--- config.mk ---
export PLATFORM = sky130hd
export DESIGN_NAME = sw_alloc_rr_flat
export DESIGN_NICKNAME = d
export VERILOG_FILES = /design/src/rtl/sw_alloc_rr_if.sv /design/src/rtl/sw_alloc_rr.sv /design/src/flat_wrapper.sv
export SDC_FILE = /design/constraint.sdc
export NUM_CORES = 1
export LEC_CHECK = 0
export CAP_MARGIN = 20
export CORE_UTILIZATION = 30
export CTS_CLUSTER_SIZE = 30
export DETAILED_ROUTE_END_ITERATION = 10
export GPL_TIMING_DRIVEN = 0
export PLACE_DENSITY = 0.5
export SLEW_MARGIN = 20
export SYNTH_ARGS = -nofsm -noshare
export SYNTH_HDL_FRONTEND = slang
export SYNTH_SLANG_ARGS = --single-unit
export TNS_END_PERCENT = 10
--- constraint.sdc ---
create_clock -name clk -period 7.1 [get_ports clk]
set_input_delay 1.775 -clock clk [delete_from_list [all_inputs] [get_ports clk]]
set_output_delay 1.775 -clock clk [all_outputs]
set_load 0.01 [all_outputs]
--- src/rtl/sw_alloc_rr_if.sv ---
// Allocator-side bundle: per-input flit requests and downstream credits in,
// per-input grants, crossbar selects and per-output lock flags out.
interface sw_alloc_rr_if #(
  parameter int NPORT = 5,
  parameter int IDW   = 3,
  parameter int EMPW  = 3
);
  logic [NPORT-1:0]      req;
  logic [NPORT-1:0]      head;
  logic [NPORT-1:0]      tail;
  logic [NPORT*IDW-1:0]  dest;
  logic [NPORT*EMPW-1:0] empl;
  logic [NPORT-1:0]      grant;
  logic [NPORT-1:0]      out_valid;
  logic [NPORT*IDW-1:0]  out_sel;
  logic [NPORT-1:0]      alloc;

  modport master (
    output req, head, tail, dest, empl,
    input  grant, out_valid, out_sel, alloc
  );

  modport slave (
    input  req, head, tail, dest, empl,
    output grant, out_valid, out_sel, alloc
  );
endinterface

--- src/rtl/sw_alloc_rr.sv ---
// Wormhole switch allocator for the 5-port mesh router. One arbiter per
// output port runs in parallel; each holds its output for a whole packet
// once a multi-flit head wins, and uses its own round-robin pointer.

// Single-output arbiter: IDLE round-robin among eligible heads, LOCKED
// forwarding of the owning input's flits until its tail passes.
module sw_alloc_out #(
  parameter int NPORT = 5,
  parameter int IDW   = 3,
  parameter int EMPW  = 3,
  parameter int OIDX  = 0
) (
  input  logic                      clk,
  input  logic                      reset,
  input  logic [NPORT-1:0]          req,
  input  logic [NPORT-1:0]          head,
  input  logic [NPORT-1:0]          tail,
  input  logic [NPORT-1:0][IDW-1:0] dest,
  input  logic [EMPW-1:0]           empl,
  input  logic [NPORT-1:0]          busy,
  output logic [NPORT-1:0]          gnt,
  output logic                      valid,
  output logic [IDW-1:0]            sel,
  output logic                      locked,
  output logic [IDW-1:0]            owner
);
  typedef enum logic {IDLE, LOCKED} state_t;

  state_t           state, nxt_state;
  logic [IDW-1:0]   owner_q, nxt_owner;
  logic [IDW-1:0]   ptr_q, nxt_ptr;
  logic [NPORT-1:0] cand;
  logic             found;
  logic [IDW-1:0]   win;

  // A head is a candidate only if it targets this output and its input is
  // not already streaming a packet through some other output.
  always_comb begin
    cand = '0;
    for (int i = 0; i < NPORT; i++)
      cand[i] = req[i] & head[i] & (dest[i] == IDW'(OIDX)) & ~busy[i];
  end

  // Grant selection and next-state; reset forces the comb outputs quiet.
  always_comb begin
    gnt       = '0;
    valid     = 1'b0;
    sel       = '0;
    found     = 1'b0;
    win       = '0;
    nxt_state = state;
    nxt_owner = owner_q;
    nxt_ptr   = ptr_q;
    if (!reset) begin
      if (state == LOCKED) begin
        // Owner flits go here regardless of their dest/head bits.
        if (req[owner_q] && empl != '0) begin
          gnt[owner_q] = 1'b1;
          valid        = 1'b1;
          sel          = owner_q;
          if (tail[owner_q]) nxt_state = IDLE;
        end
      end else if (empl != '0) begin
        // Scan ptr, ptr+1, ... wrapping at NPORT; first candidate wins.
        for (int k = 0; k < NPORT; k++) begin
          if (!found && cand[(int'(ptr_q) + k) % NPORT]) begin
            found = 1'b1;
            win   = IDW'((int'(ptr_q) + k) % NPORT);
          end
        end
        if (found) begin
          gnt[win] = 1'b1;
          valid    = 1'b1;
          sel      = win;
          nxt_ptr  = (win == IDW'(NPORT - 1)) ? '0 : win + 1'b1;
          // Single-flit packets never take the lock.
          if (!tail[win]) begin
            nxt_state = LOCKED;
            nxt_owner = win;
          end
        end
      end
    end
  end

  // Lock state, owner and round-robin pointer registers.
  always_ff @(posedge clk) begin
    if (reset) begin
      state   <= IDLE;
      owner_q <= '0;
      ptr_q   <= '0;
    end else begin
      state   <= nxt_state;
      owner_q <= nxt_owner;
      ptr_q   <= nxt_ptr;
    end
  end

  assign locked = (state == LOCKED);
  assign owner  = owner_q;
endmodule

module sw_alloc_rr #(
  parameter int NPORT = 5,
  parameter int IDW   = 3,
  parameter int EMPW  = 3
) (
  input  logic          clk,
  input  logic          reset,
  sw_alloc_rr_if.slave  bus
);
  logic [NPORT-1:0][IDW-1:0]   dest_a;
  logic [NPORT-1:0][EMPW-1:0]  empl_a;
  logic [NPORT-1:0][NPORT-1:0] gnt_a;
  logic [NPORT-1:0][IDW-1:0]   sel_a;
  logic [NPORT-1:0][IDW-1:0]   owner_a;
  logic [NPORT-1:0]            valid_a;
  logic [NPORT-1:0]            locked_a;
  logic [NPORT-1:0]            busy;
  logic [NPORT-1:0]            grant_v;

  // Flat bus fields share the packed-array bit layout (field i at [IDW*i +: IDW]).
  assign dest_a = bus.dest;
  assign empl_a = bus.empl;

  // An input is busy while any locked output names it as owner.
  always_comb begin
    busy = '0;
    for (int o = 0; o < NPORT; o++)
      for (int i = 0; i < NPORT; i++)
        if (locked_a[o] && owner_a[o] == IDW'(i)) busy[i] = 1'b1;
  end

  for (genvar o = 0; o < NPORT; o++) begin : g_out
    sw_alloc_out #(
      .NPORT(NPORT), .IDW(IDW), .EMPW(EMPW), .OIDX(o)
    ) u_out (
      .clk    (clk),
      .reset  (reset),
      .req    (bus.req),
      .head   (bus.head),
      .tail   (bus.tail),
      .dest   (dest_a),
      .empl   (empl_a[o]),
      .busy   (busy),
      .gnt    (gnt_a[o]),
      .valid  (valid_a[o]),
      .sel    (sel_a[o]),
      .locked (locked_a[o]),
      .owner  (owner_a[o])
    );
  end

  // Each input targets one output at most, so OR-ing per-output grants is exact.
  always_comb begin
    grant_v = '0;
    for (int o = 0; o < NPORT; o++) grant_v = grant_v | gnt_a[o];
  end

  assign bus.grant     = grant_v;
  assign bus.out_valid = valid_a;
  assign bus.out_sel   = sel_a;
  assign bus.alloc     = locked_a;
endmodule

--- src/flat_wrapper.sv ---
// flat-port wrapper written by rule: the top's interface ports become plain ports
module sw_alloc_rr_flat 
#(
  parameter int NPORT = 5,
  parameter int IDW   = 3,
  parameter int EMPW  = 3
)
  (clk, reset, bus_req, bus_head, bus_tail, bus_dest, bus_empl, bus_grant, bus_out_valid, bus_out_sel, bus_alloc);
  sw_alloc_rr_if #(.NPORT(NPORT), .IDW(IDW), .EMPW(EMPW)) bus_i ();
  input  logic clk;
  input  logic reset;
  input wire logic [$bits(bus_i.req)-1:0] bus_req;
  input wire logic [$bits(bus_i.head)-1:0] bus_head;
  input wire logic [$bits(bus_i.tail)-1:0] bus_tail;
  input wire logic [$bits(bus_i.dest)-1:0] bus_dest;
  input wire logic [$bits(bus_i.empl)-1:0] bus_empl;
  output wire logic [$bits(bus_i.grant)-1:0] bus_grant;
  output wire logic [$bits(bus_i.out_valid)-1:0] bus_out_valid;
  output wire logic [$bits(bus_i.out_sel)-1:0] bus_out_sel;
  output wire logic [$bits(bus_i.alloc)-1:0] bus_alloc;
  assign bus_i.req = bus_req;
  assign bus_i.head = bus_head;
  assign bus_i.tail = bus_tail;
  assign bus_i.dest = bus_dest;
  assign bus_i.empl = bus_empl;
  assign bus_grant = bus_i.grant;
  assign bus_out_valid = bus_i.out_valid;
  assign bus_out_sel = bus_i.out_sel;
  assign bus_alloc = bus_i.alloc;
  sw_alloc_rr #(.NPORT(NPORT), .IDW(IDW), .EMPW(EMPW)) u_core (.clk(clk), .reset(reset), .bus(bus_i));
endmodule
==> implementation parameters, run 1 <==
Parameter                              Value

Final layout
  Fraction of final layout cells sized beyond drive strength 1 ... roughly 22%
  Layout Area Growth over Synthesis ... 32.1%
  Inserted Diodes ... 0
  Net count, final ... approximately 1900
  Final std cells w/o fill ... around 2200
  Total of fill cells in the finished design ... about 3600
  Core utilization of the finished layout ... roughly two fifths

Global routing
  Aggregate global routing overflow ... 0
  Via count of the first global-routing pass ... between 10000 and 15000
  All-layer global routing usage ... roughly 22%
  Initial antenna violation count ... 0
  Wire length of the first global-routing pass ... around 64000 µm
  Largest net degree at the start of global routing ... 13

Place
  Port Buffers ... 74
  Final weighted congestion in routability-driven placement ... 0.963
  Number of instances in the placed design ... just over 2000
  Placement-stage worst setup slack ... -1.95 ns
  Dpl hpwl ... 31400 µm

Critical path
  Maximum fanout along the worst path ... 7
  Critical path startpoint category ... input pin
  Endpoint class of the critical path ... output pin
  Data required time at the worst endpoint ... between 5 and 6 ns
  Crit Path Class ... input pin to output pin
  Critical path data arrival time ... approximately 5.5 ns

Drt
  Iteration-0 DRC Markers ... around 1000
  Final wirelength ... ~41000 µm
  Via Count ... 12800
  Number of vias per cell ... slightly below 6
  Number of remaining DRC errors ... 0
  Number of nets with antenna violations after detailed routing ... 0
  Average wire length per cell after detail routing ... 19.1 µm
  Number of detailed-routing iterations run before antenna repair ... 6

Die
  Core Box Area ... between 0.03 and 0.04 mm²
  Y dimension of the die ... 191 µm
  Std cell rows ... a little under 70
  Width of the die ... ~190 µm
  Number of ports placed on the die boundary ... just under 80
  Starting density of the core ... 30.7%
  Overall die area ... 0.0364 mm²

Clock network
  TritonCTS Sinks ... 35
  CTS Hold Bufs ... 0
  Number of clock buffers inserted by TritonCTS ... 5
  Max clock buf depth ... 2
  TritonCTS clock tree ... built
  CTS clock-pin slew for the worst setup and hold paths ... 0.06 ns
  Skew-Pair Late Insertion Delay ... approximately 0.30 ns
  Number of levels in the clock H-tree ... 2
  Root cell of the clock tree ... sky130_fd_sc_hd__clkbuf_16

Status
  Failing checks ... negative setup slack
  Outcome ... finished with violations

Timing
  Period utilisation layout ... 102%
  Worst Skew ... around 0.0028 ns
  Transition at the pin with the smallest max-transition slack ... 0.960 ns
  Unrepaired setup endpoints after global routing ... true
  Setup slack of the critical path after layout ... -0.123 ns
  FMAX ... ~0.14 GHz
  Max-slew violations ... 0
  Final Hold Fails ... 0
  Finish-stage setup viols ... 14
  Final critical-path required period ... approximately 7.2 ns
  Smallest hold slack ... between 0.5 and 0.6 ns
  Slew HR ... about a third

Synth
  Biggest area contributors in the synthesized netlist ... sky130_fd_sc_hd__ha_1, sky130_fd_sc_hd__dfxtp_1, sky130_fd_sc_hd__mux2i_1
  Dominant combinational cell family by area after synthesis ... compound AO/OA/AOI/OAI gates
  Total of flip-flops plus latches after synthesis ... 35
  Mux cell area share after synthesis ... 8.65%
  Netlist cell types ... 89
  Post-synthesis average cell area ... about 7 µm²
  Compound-Gate Fraction of Synth Area ... a little under a third
  Count of warnings emitted by yosys ... 0
  Number of enable-type register cells in the synthesized netlist ... 0
  Xor-xnor portion of the synthesized cell area ... 3.68%
  Area fraction in and, or, nand and nor cells after synthesis ... 29.5%
  Ys flop type ... sky130_fd_sc_hd__dfxtp_1
  Sequential fraction of the synthesis area ... ~6.5%
  Top cell type's share of synthesized area ... 13.2%
  Biggest area consumer among synthesized cells ... sky130_fd_sc_hd__ha_1
  Syn Nets ... 1710
  Adder-Cell Fraction of Synth Area ... ~14%
  Mapped Area ... ~0.011 mm²
  Syn Inst Count ... around 1500
  Ys async rst share ... 0%

Run
  Max-capacitance violation count ... 0

Pwr
  IR Drop Worst-Case VDD ... 144 µV
  Power consumption ... around 5.0 mW
  Leakage power figure ... around 5.6 nW
  Power density cells ... between 300 and 400 mW/mm²

Min path
  HP Class ... register to register
## per-layer routing
| layer | up-vias | global-route usage [%] | part of all wire (%) |
|---|---|---|---|
| met3 | 64 | 2.59 | 6.4 |
| li1 | 6125 | - | - |
| met5 | - | 0 | 0 |
| met1 | 6165 | 30.9 | 46 |
| met4 | 0 | 7.05 | 2.8 |
| met2 | 454 | 34.9 | 45 |
## final timing paths
path	endpoint	slack, ns	cells past startpoint	startpoint
worst max-delay path	bus_out_sel[13]	-0.12	12	bus_head[0]
worst min-delay path	u_core.g_out[2].u_out.ptr_q[1]	0.55	2	u_core.g_out[2].u_out.ptr_q[1]
worst max register to register	u_core.g_out[1].u_out.ptr_q[2]	1.77	26	u_core.g_out[1].u_out.ptr_q[0]
worst min register to register	u_core.g_out[2].u_out.ptr_q[1]	0.55	2	u_core.g_out[2].u_out.ptr_q[1]
## registers in the layout, summed over array words and instances (netlist names)
register / cells
u_core.g_out.u_out.owner: 15
u_core.g_out.u_out.locked: 5
u_core.g_out.u_out.ptr_q: 15
## cell usage in the layout (no fill, tap or decap), types with 10 or more instances in the layout
cell type | netlist | final
sky130_fd_sc_hd__a31oi_1 | 29 | 25
sky130_fd_sc_hd__nand2b_1 | 42 | 41
sky130_fd_sc_hd__mux2_2 | 19 | 17
sky130_fd_sc_hd__nand2_1 | 143 | 141
sky130_fd_sc_hd__clkinvlp_4 | 0 | 12
sky130_fd_sc_hd__nor3_1 | 54 | 43
sky130_fd_sc_hd__nand3_1 | 51 | 50
sky130_fd_sc_hd__dlymetal6s2s_1 | 0 | 10
sky130_fd_sc_hd__inv_1 | 99 | 84
sky130_fd_sc_hd__and3_1 | 16 | 15
sky130_fd_sc_hd__o211ai_1 | 19 | 19
sky130_fd_sc_hd__a211o_1 | 12 | 11
sky130_fd_sc_hd__a21oi_1 | 101 | 86
sky130_fd_sc_hd__clkbuf_1 | 49 | 34
sky130_fd_sc_hd__o21a_1 | 22 | 20
sky130_fd_sc_hd__o21ai_0 | 64 | 56
sky130_fd_sc_hd__buf_2 | 12 | 12
sky130_fd_sc_hd__xnor2_1 | 42 | 33
sky130_fd_sc_hd__nor2b_1 | 24 | 23
sky130_fd_sc_hd__dlygate4sd2_1 | 0 | 10
sky130_fd_sc_hd__mux2i_1 | 61 | 58
sky130_fd_sc_hd__dfxtp_1 | 35 | 22
sky130_fd_sc_hd__a211oi_1 | 27 | 20
sky130_fd_sc_hd__and2_1 | 17 | 17
sky130_fd_sc_hd__nor2_1 | 139 | 130
sky130_fd_sc_hd__ha_1 | 113 | 99
sky130_fd_sc_hd__nand4_1 | 19 | 19
sky130_fd_sc_hd__clkdlybuf4s50_1 | 0 | 46
sky130_fd_sc_hd__buf_4 | 11 | 106
sky130_fd_sc_hd__a21oi_2 | 2 | 16
sky130_fd_sc_hd__o31a_1 | 11 | 11
sky130_fd_sc_hd__a32oi_1 | 11 | 11
sky130_fd_sc_hd__o22ai_1 | 13 | 11
sky130_fd_sc_hd__o31ai_1 | 14 | 11
sky130_fd_sc_hd__or3_1 | 18 | 14
## what timing repair did
| item | 4_1_cts | 5_1_grt |
|---|---|---|
| resized for setup | 246 | 96 |
| buffers inserted | 66 | 26 |
| pin swaps | 38 | 29 |
| endpoints found under the setup margin | 25 | 25 |
## logic make-up after synthesis
logic type,after synthesis
multiplexers,85
adder cells (fa/ha/maj),117
flip-flops,35
XOR/XNOR,45
AND/OR/NAND/NOR,611
AO/OA/AOI/OAI,470
buffers and inverters,183
## Yosys cell counts (all sizes together), types with 22 or more instances
cell	count
ha	113
inv	100
a21oi	103
mux2i	61
nand2	143
xnor2	42
nor3	54
clkbuf	49
nor2b	24
dfxtp	35
a31oi	29
buf	27
o21a	22
nand3	51
a211oi	28
nor2	139
o21ai	72
nand2b	42
## critical path: stages
cell                              delay (ns)
sky130_fd_sc_hd__clkdlybuf4s50_1        0.53
sky130_fd_sc_hd__nand2_1                0.11
sky130_fd_sc_hd__a2111o_2               0.46
sky130_fd_sc_hd__or3_4                  0.46
sky130_fd_sc_hd__a211oi_1               0.20
sky130_fd_sc_hd__mux2_2                 0.22
sky130_fd_sc_hd__o21ai_4                0.09
sky130_fd_sc_hd__and3_2                 0.24
sky130_fd_sc_hd__a211oi_4               0.31
sky130_fd_sc_hd__nand2_1                0.22
sky130_fd_sc_hd__a21oi_2                0.24
sky130_fd_sc_hd__clkdlybuf4s50_1        0.57
## metrics by stage
step	TNS, ns	cell area (µm²)
final	-0.999	14100
after global routing	-3.29	14100
after CTS	-2.09	13600
after detailed placement	-33.44	12100
after global placement	-36.87	12000
after floorplan	0	10700
## cell type report
| class | count | area (µm²) | area share (%) |
|---|---|---|---|
| well taps | 455 | 569 | 4.03 |
| flip-flops and latches | 35 | 734 | 5.20 |
| clock buffers | 5 | 125 | 0.885 |
| repair buffers | 167 | 1430 | 10.1 |
| multi-input cells | 1328 | 10400 | 73.4 |
| clock inverters | 3 | 15.0 | 0.106 |
| inverters | 107 | 465 | 3.29 |
| plain buffers | 70 | 418 | 2.96 |
## power breakdown
group	leakage [nW]	internal [mW]	switching (mW)
logic	5.28	1.89	2.57
registers	0.292	0.254	0.0829
clock network	0.0733	0.128	0.102
Note: power is estimated with default switching activity, not from simulation.
==> inputs of run 2 (changes only) <==
--- a/config.mk
+++ b/config.mk
@@ -11,6 +11,7 @@
 export DETAILED_ROUTE_END_ITERATION = 10
 export GPL_TIMING_DRIVEN = 0
 export PLACE_DENSITY = 0.5
+export SKIP_LAST_GASP = 1
 export SLEW_MARGIN = 20
 export SYNTH_ARGS = -nofsm -noshare
 export SYNTH_HDL_FRONTEND = slang
==> run 2 against run 1 <==
The flow still finishes with violations (negative setup slack); critical path depth unchanged; first-iteration DRC count decreased by 5.5%; design area increased by 0.43%; worst hold slack got worse by 0.0062 ns; flip-flop and latch count did not move; total power about the same; cell count increased by 0.41%; clock power is essentially flat; utilization up 0.18 points; sequential share of layout area about the same; worst setup slack got worse by 0.019 ns; via count hardly changed; critical endpoint is now bus_out_sel[2]; highest routed layer unchanged.
==> implementation parameters, run 2 (synthesis results as in run 1) <==
Parameter                              Value

Status
  Outcome ... finished with violations
  Failing checks ... negative setup slack

Drt
  Number of remaining DRC errors ... 0 (unchanged)
  Number of nets with antenna violations after detailed routing ... 0 (unchanged)
  Final wirelength ... 41500 µm (+0.31%)
  Iteration-0 DRC Markers ... 952 (-5.5%)
  Number of detailed-routing iterations run before antenna repair ... 7 (+1)
  Average wire length per cell after detail routing ... 19.1 µm (-0.11%)
  Number of vias per cell ... 5.88 (-0.39%)
  Via Count ... 12800 (+0.023%)

Clock network
  Skew-Pair Late Insertion Delay ... 0.30 ns (about the same)
  Number of clock buffers inserted by TritonCTS ... 5 (unchanged)
  Max clock buf depth ... 2 (unchanged)
  TritonCTS clock tree ... built
  Number of levels in the clock H-tree ... 2 (unchanged)
  CTS Hold Bufs ... 0 (unchanged)
  Root cell of the clock tree ... sky130_fd_sc_hd__clkbuf_16
  CTS clock-pin slew for the worst setup and hold paths ... 0.06 ns (about the same)
  TritonCTS Sinks ... 35 (unchanged)

Critical path
  Crit Path Class ... input pin to output pin
  Maximum fanout along the worst path ... 7 (unchanged)
  Data required time at the worst endpoint ... 5.33 ns (about the same)
  Critical path startpoint category ... input pin
  Critical path data arrival time ... 5.47 ns (+0.02 ns)
  Endpoint class of the critical path ... output pin

Die
  Y dimension of the die ... 191 µm (unchanged)
  Std cell rows ... 68 (unchanged)
  Number of ports placed on the die boundary ... 77 (unchanged)
  Width of the die ... 191 µm (unchanged)
  Starting density of the core ... 30.7% (unchanged)
  Overall die area ... 0.0364 mm² (unchanged)
  Core Box Area ... 0.0348 mm² (unchanged)

Final layout
  Layout Area Growth over Synthesis ... 32.7%
  Leading cell type in the layout, fill and taps excluded ... sky130_fd_sc_hd__nand2_1
  Inserted Diodes ... 0 (unchanged)
  Core utilization of the finished layout ... 40.8% (+0.18 points)
  Most frequent cells in the layout ... sky130_fd_sc_hd__nand2_1, sky130_fd_sc_hd__nor2_1, sky130_fd_sc_hd__buf_4, sky130_fd_sc_hd__ha_1, sky130_fd_sc_hd__a21oi_1
  Net count, final ... 1887 (+0.48%)
  Design area ... 0.0142 mm² (+0.43%)
  Fraction of final layout cells sized beyond drive strength 1 ... 22.4% (+0.17 points)

Pwr
  IR Drop Worst-Case VDD ... 146 µV (+1.4%)
  Power density cells ... 354 mW/mm² (-0.43%)
  Leakage power figure ... 5.71 nW (+1.0%)
  Power consumption ... 5.02 mW (about the same)

Run
  Max-capacitance violation count ... 0 (unchanged)

Timing
  Final critical-path required period ... 7.24 ns (+0.0190 ns)
  Transition at the pin with the smallest max-transition slack ... 1.00 ns (+0.0404 ns)
  FMAX ... 0.138 GHz (-0.26%)
  Smallest hold slack ... 0.544 ns (-0.00624 ns)
  Worst Skew ... 0.00569 ns (+0.00285 ns)
  Period utilisation layout ... 102% (+0.27 points)
  Slew HR ... 32.4% (-2.7 points)
  Final Hold Fails ... 0 (unchanged)
  Setup slack of the critical path after layout ... -0.142 ns (-0.0190 ns)
  Total negative setup slack ... -1.08 ns (-0.0829 ns)
  Finish-stage setup viols ... 14 (unchanged)
  Unrepaired setup endpoints after global routing ... true
  Max-slew violations ... 0 (unchanged)

Global routing
  Aggregate global routing overflow ... 0 (unchanged)
  Largest net degree at the start of global routing ... 13 (unchanged)
  Met1 Use GR ... 30.9% (about the same)
  GR met3 Demand/Resource ... 2.69% (+0.092 points)
  GRT met2 Usage ... 34.7% (-0.14 points)
  Wire length of the first global-routing pass ... 64200 µm (-0.33%)
  Via count of the first global-routing pass ... 11700 (-0.35%)
  Busiest grt layer ... met2
  Initial antenna violation count ... 0 (unchanged)
  All-layer global routing usage ... 22.0% (-0.086 points)

Place
  Area after detailed placement ... 0.0121 mm² (unchanged)
  Final weighted congestion in routability-driven placement ... 0.963 (unchanged)
  Dpl hpwl ... 31400 µm (unchanged)
  Port Buffers ... 74 (unchanged)

Min path
  HP Class ... register to register
-- run 2: changes by cell type in the layout (fill, tap and decap cells not counted), moves of 2 or more --
| cell | before | now |
|---|---|---|
| sky130_fd_sc_hd__buf_4 | 106 | 114 |
| sky130_fd_sc_hd__a211oi_1 | 20 | 22 |
| sky130_fd_sc_hd__a211oi_2 | 6 | 4 |
| sky130_fd_sc_hd__a21oi_1 | 86 | 88 |
| sky130_fd_sc_hd__a21oi_2 | 16 | 14 |
| sky130_fd_sc_hd__clkbuf_4 | 4 | 6 |
| sky130_fd_sc_hd__o21ai_2 | 3 | 5 |
-- run 2: area by class of cell --
type	count	area, µm²
Buffer	69	424
Clock buffer	5	125
Clock inverter	3	15.0
Fill cell	3558	20600
Inverter	107	467
Multi-Input combinational cell	1328	10400
Sequential cell	35	733
Tap cell	455	569
Timing Repair Buffer	177	1510
-- run 2: critical path, cell delays in order --
cell and delay [ns]:
sky130_fd_sc_hd__clkdlybuf4s50_1 0.47, sky130_fd_sc_hd__nor3_1 0.40, sky130_fd_sc_hd__nand4_1 0.38, sky130_fd_sc_hd__or3_1 0.55, sky130_fd_sc_hd__o211ai_1 0.17, sky130_fd_sc_hd__nand2b_1 0.17
sky130_fd_sc_hd__nand4b_1 0.17, sky130_fd_sc_hd__buf_4 0.18, sky130_fd_sc_hd__o221ai_4 0.19, sky130_fd_sc_hd__a22o_1 0.31, sky130_fd_sc_hd__and2_1 0.21, sky130_fd_sc_hd__clkdlybuf4s50_1 0.49
-- run 2: stage by stage --
stage	setup WS, ns	cells
after floorplan	0.0355	1546
after global placement	-2.04	2075
after detailed placement	-1.95	2076
after CTS	-0.222	2145
after global routing	-0.336	2179
final	-0.142	2179
-- run 2: final timing paths --
| path | from | end | slack (ns) | cells past startpoint |
|---|---|---|---|---|
| worst min register to register | u_core.g_out[2].u_out.ptr_q[1] | u_core.g_out[2].u_out.ptr_q[1] | 0.54 | 2 |
| worst min-delay path | u_core.g_out[2].u_out.ptr_q[1] | u_core.g_out[2].u_out.ptr_q[1] | 0.54 | 2 |
| worst max-delay path | bus_dest[14] | bus_out_sel[2] | -0.14 | 12 |
| worst max register to register | u_core.g_out[0].u_out.ptr_q[0] | u_core.g_out[0].u_out.owner[0] | 1.76 | 21 |
-- run 2: metal layers --
metal,share of wire (%),wire [µm],vias to the layer above
li1,-,-,6137
met4,2.6,1100,0
met1,46,19100,6124
met3,6.6,2730,66
met2,45,18600,484
met5,0,0,-
-- run 2: repair_timing --
action	4_1_cts	5_1_grt
setup buffers	66	36
pin swaps	37	34
gates resized for setup	225	115
setup endpoints to repair	25	25
-- run 2: power breakdown --
part           switching (mW)  internal, mW
Clock                   0.103         0.129
Sequential             0.0839         0.253
Combinational            2.57          1.88
==> inputs of run 3 (changes only) <==
--- a/config.mk
+++ b/config.mk
@@ -15,5 +15,6 @@
 export SLEW_MARGIN = 20
 export SYNTH_ARGS = -nofsm -noshare
 export SYNTH_HDL_FRONTEND = slang
+export SYNTH_HIERARCHICAL = 1
 export SYNTH_SLANG_ARGS = --single-unit
 export TNS_END_PERCENT = 10
==> run 3 against run 2 <==
The flow still finishes with violations (negative setup slack); fmax is 0.53% higher; largest cell class unchanged; synthesized cell count is 11% higher; highest routed layer unchanged; critical path type unchanged; total power is 41% higher; critical endpoint is now bus_grant[2]; worst setup slack improved by 0.039 ns.
==> implementation parameters, run 3 <==
Parameter                              Value

Status
  Outcome ... finished with violations
  Failing checks ... negative setup slack

Drt
  Number of nets with antenna violations after detailed routing ... 0 (unchanged)
  Average wire length per cell after detail routing ... 19.5 µm (+2.2%)
  Iteration-0 DRC Markers ... 1244 (+31%)
  Number of detailed-routing iterations run before antenna repair ... 5 (-2)
  Via Count ... 14100 (+10%)
  Number of vias per cell ... 5.89 (+0.23%)
  Number of remaining DRC errors ... 0 (unchanged)
  Final wirelength ... 46600 µm (+12%)

Critical path
  Cell family with most CP delay ... simple AND/OR/NAND/NOR gates
  Cell with the largest stage delay on the worst path ... sky130_fd_sc_hd__or4b_1
  Critical path startpoint category ... input pin
  Maximum cell stage delay along the critical path ... 0.57 ns (+0.02 ns)
  Crit Path Class ... input pin to output pin
  Critical path data arrival time ... 5.43 ns (-0.04 ns)
  Data required time at the worst endpoint ... 5.33 ns (about the same)
  Critical path buffer and inverter count ... 2 (-1)
  Worst path cell trace ... clkdlybuf4s15_2 -> and4bb_2 -> nand2_1 -> or4b_1 -> o21a_1 -> a41o_1 -> or3_4 -> a21oi_2 -> a21oi_1 -> nor2_1 -> a21boi_0 -> nor2_1 -> nand2_1 -> clkdlybuf4s15_2
  Maximum fanout along the worst path ... 8 (+1)
  Endpoint class of the critical path ... output pin

Timing
  Slew HR ... 46.7% (+14 points)
  Transition at the pin with the smallest max-transition slack ... 0.797 ns (-0.204 ns)
  Period utilisation layout ... 101% (-0.54 points)
  FMAX ... 0.139 GHz (+0.53%)
  Smallest hold slack ... 0.677 ns (+0.133 ns)
  Total negative setup slack ... -0.345 ns (+0.737 ns)
  Setup slack of the critical path after layout ... -0.104 ns (+0.0385 ns)
  Finish-stage setup viols ... 7 (-7)
  Final Hold Fails ... 0 (unchanged)
  Final critical-path required period ... 7.20 ns (-0.0385 ns)
  Unrepaired setup endpoints after global routing ... true
  Max-slew violations ... 0 (unchanged)
  Worst Skew ... 0.00525 ns (-0.000441 ns)

Global routing
  Busiest grt layer ... met2
  Met1 Use GR ... 28.6% (-2.3 points)
  GRT met2 Usage ... 34.9% (+0.18 points)
  Largest net degree at the start of global routing ... 16 (+3)
  GR met3 Demand/Resource ... 2.82% (+0.13 points)
  Via count of the first global-routing pass ... 13300 (+13%)
  All-layer global routing usage ... 21.5% (-0.52 points)
  Wire length of the first global-routing pass ... 72100 µm (+12%)
  Aggregate global routing overflow ... 0 (unchanged)
  Initial antenna violation count ... 0 (unchanged)

Clock network
  Number of levels in the clock H-tree ... 2 (unchanged)
  Skew-Pair Late Insertion Delay ... 0.30 ns (about the same)
  TritonCTS clock tree ... built
  Root cell of the clock tree ... sky130_fd_sc_hd__clkbuf_16
  Max clock buf depth ... 2 (unchanged)
  Number of clock buffers inserted by TritonCTS ... 5 (unchanged)
  CTS clock-pin slew for the worst setup and hold paths ... 0.06 ns (about the same)
  TritonCTS Sinks ... 35 (unchanged)

Pwr
  Leakage power figure ... 6.04 nW (+5.8%)
  IR Drop Worst-Case VDD ... 214 µV (+47%)
  Gate power share ... 91.3% (+2.6 points)
  Cell-internal power ... 3.26 mW (+44%)
  Power density cells ... 453 mW/mm² (+28%)
  Sequential group share of total power ... 5.2% (-1.5 points)
  Net switching component of the power ... 3.82 mW (+38%)
  Share of total power in the clock network ... 3.5% (-1.1 points)
  Switch share ... 54.0% (-0.92 points)
  Power consumption ... 7.08 mW (+41%)

Die
  Number of ports placed on the die boundary ... 77 (unchanged)
  Starting density of the core ... 30.7% (about the same)
  Width of the die ... 205 µm (+7.2%)
  Y dimension of the die ... 205 µm (+7.2%)
  Overall die area ... 0.0419 mm² (+15%)
  Core Box Area ... 0.0401 mm² (+15%)
  Std cell rows ... 73 (+7.4%)

Place
  Dpl hpwl ... 35100 µm (+12%)
  Number of instances in the placed design ... 2313 (+11%)
  Final weighted congestion in routability-driven placement ... 0.919 (-4.6%)
  Port Buffers ... 76 (+2.7%)

Final layout
  Most frequent cells in the layout ... sky130_fd_sc_hd__nor2_1, sky130_fd_sc_hd__nand2_1, sky130_fd_sc_hd__a21oi_1, sky130_fd_sc_hd__ha_1
  Core utilization of the finished layout ... 39.0% (-1.8 points)
  Final std cells w/o fill ... 2393 (+9.8%)
  Net count, final ... 2023 (+7.2%)
  Inserted Diodes ... 0 (unchanged)
  Fraction of final layout cells sized beyond drive strength 1 ... 23.2% (+0.79 points)
  Layout Area Growth over Synthesis ... 26.8%
  Leading cell type in the layout, fill and taps excluded ... sky130_fd_sc_hd__nor2_1

Run
  Max-capacitance violation count ... 0 (unchanged)

Synth
  Top cell type's share of synthesized area ... 10.7% (-2.6 points)
  Post-synthesis average cell area ... 7.20 µm² (+4.0%)
  Most repeated cell in the gate-level netlist after synthesis ... sky130_fd_sc_hd__nor2_1
  Total of flip-flops plus latches after synthesis ... 35 (unchanged)
  Biggest area consumer among synthesized cells ... sky130_fd_sc_hd__ha_1
  Syn Nets ... 1868 (+9.2%)
  Mapped Area ... 0.0123 mm² (+15%)
  Sequential fraction of the synthesis area ... 5.69% (-0.86 points)
  Syn Inst Count ... 1712 (+11%)
  Synth cell count leaders ... sky130_fd_sc_hd__nor2_1, sky130_fd_sc_hd__nand2_1, sky130_fd_sc_hd__ha_1, sky130_fd_sc_hd__a21oi_1, sky130_fd_sc_hd__inv_1
  Biggest area contributors in the synthesized netlist ... sky130_fd_sc_hd__ha_1, sky130_fd_sc_hd__dfxtp_1, sky130_fd_sc_hd__mux2i_1
  Netlist cell types ... 128 (+44%)
  Number of enable-type register cells in the synthesized netlist ... 0 (unchanged)
  Ys async rst share ... 0% (unchanged)
  Ys flop type ... sky130_fd_sc_hd__dfxtp_1
  Count of warnings emitted by yosys ... 6 (+6)

Min path
  HP Class ... register to register
[run 3: layer usage]
| metal | share of wire (%) | wire length (µm) |
|---|---|---|
| met1 | 45 | 21100 |
| met5 | 0 | 0 |
| met3 | 5.6 | 2590 |
| met2 | 46 | 21400 |
| met4 | 3.1 | 1460 |
[run 3: per-stage QoR]
stage	area (µm²)	worst slack, ns
after global routing	15600	-0.252
final	15600	-0.104
after global placement	13700	-1.67
after detailed placement	13700	-1.64
after CTS	15300	-0.0453
after floorplan	12300	0.206
[run 3: worst min-delay path: cells and delay by family (launching register included)]
kind                   cells  cell delay (ns)
buffers and inverters      1             0.17
DFF                        1             0.36
AOI/OAI and AO/OA          1             0.05
and+or+nand+nor            1             0.06
[run 3: final cells by class]
type,instances,area [µm²]
buffer,74,470
clock buffer,8,156
fill,4147,24500
inverter,106,458
multi-input combinational,1493,11800
sequential,35,751
tap,525,657
timing repair buffer,152,1330
[run 3: final timing paths]
kind,cells past startpoint,start,slack [ns],end
min reg2reg,3,u_core/g_out[3].u_out/ptr_q[1],0.68,u_core/g_out[3].u_out/ptr_q[1]
max,14,bus_head[2],-0.10,bus_grant[2]
max reg2reg,21,u_core/g_out[1].u_out/ptr_q[2],1.85,u_core/g_out[1].u_out/owner[2]
min,3,u_core/g_out[3].u_out/ptr_q[1],0.68,u_core/g_out[3].u_out/ptr_q[1]
[run 3: timing repair]
item | in CTS | in global routing
pin swaps | 41 | 27
buffers inserted | 63 | 13
gates resized for setup | 313 | 64
endpoints found under the setup margin | 25 | 24
hold buffers | 0 | 0
[run 3: kinds of logic after synthesis]
kind of cell / count (synthesis) / synth area share, %
buffers and inverters: 184 / 6.28
XOR/XNOR: 41 / 3.89
flip-flops: 35 / 5.69
AND/OR/NAND/NOR: 738 / 33.1
AO/OA/AOI/OAI: 521 / 32.3
adder cells (fa/ha/maj): 110 / 11.4
multiplexers: 83 / 7.33
[run 3: power by group through the flow]
stage	Combinational [mW]	Sequential, mW	Clock (mW)
after floorplan	4.15	0.328	0
after global placement	5.35	0.362	0
after detailed placement	5.40	0.362	0
after CTS	6.12	0.364	0.258
after global routing	7.02	0.378	0.263
final	6.46	0.368	0.251
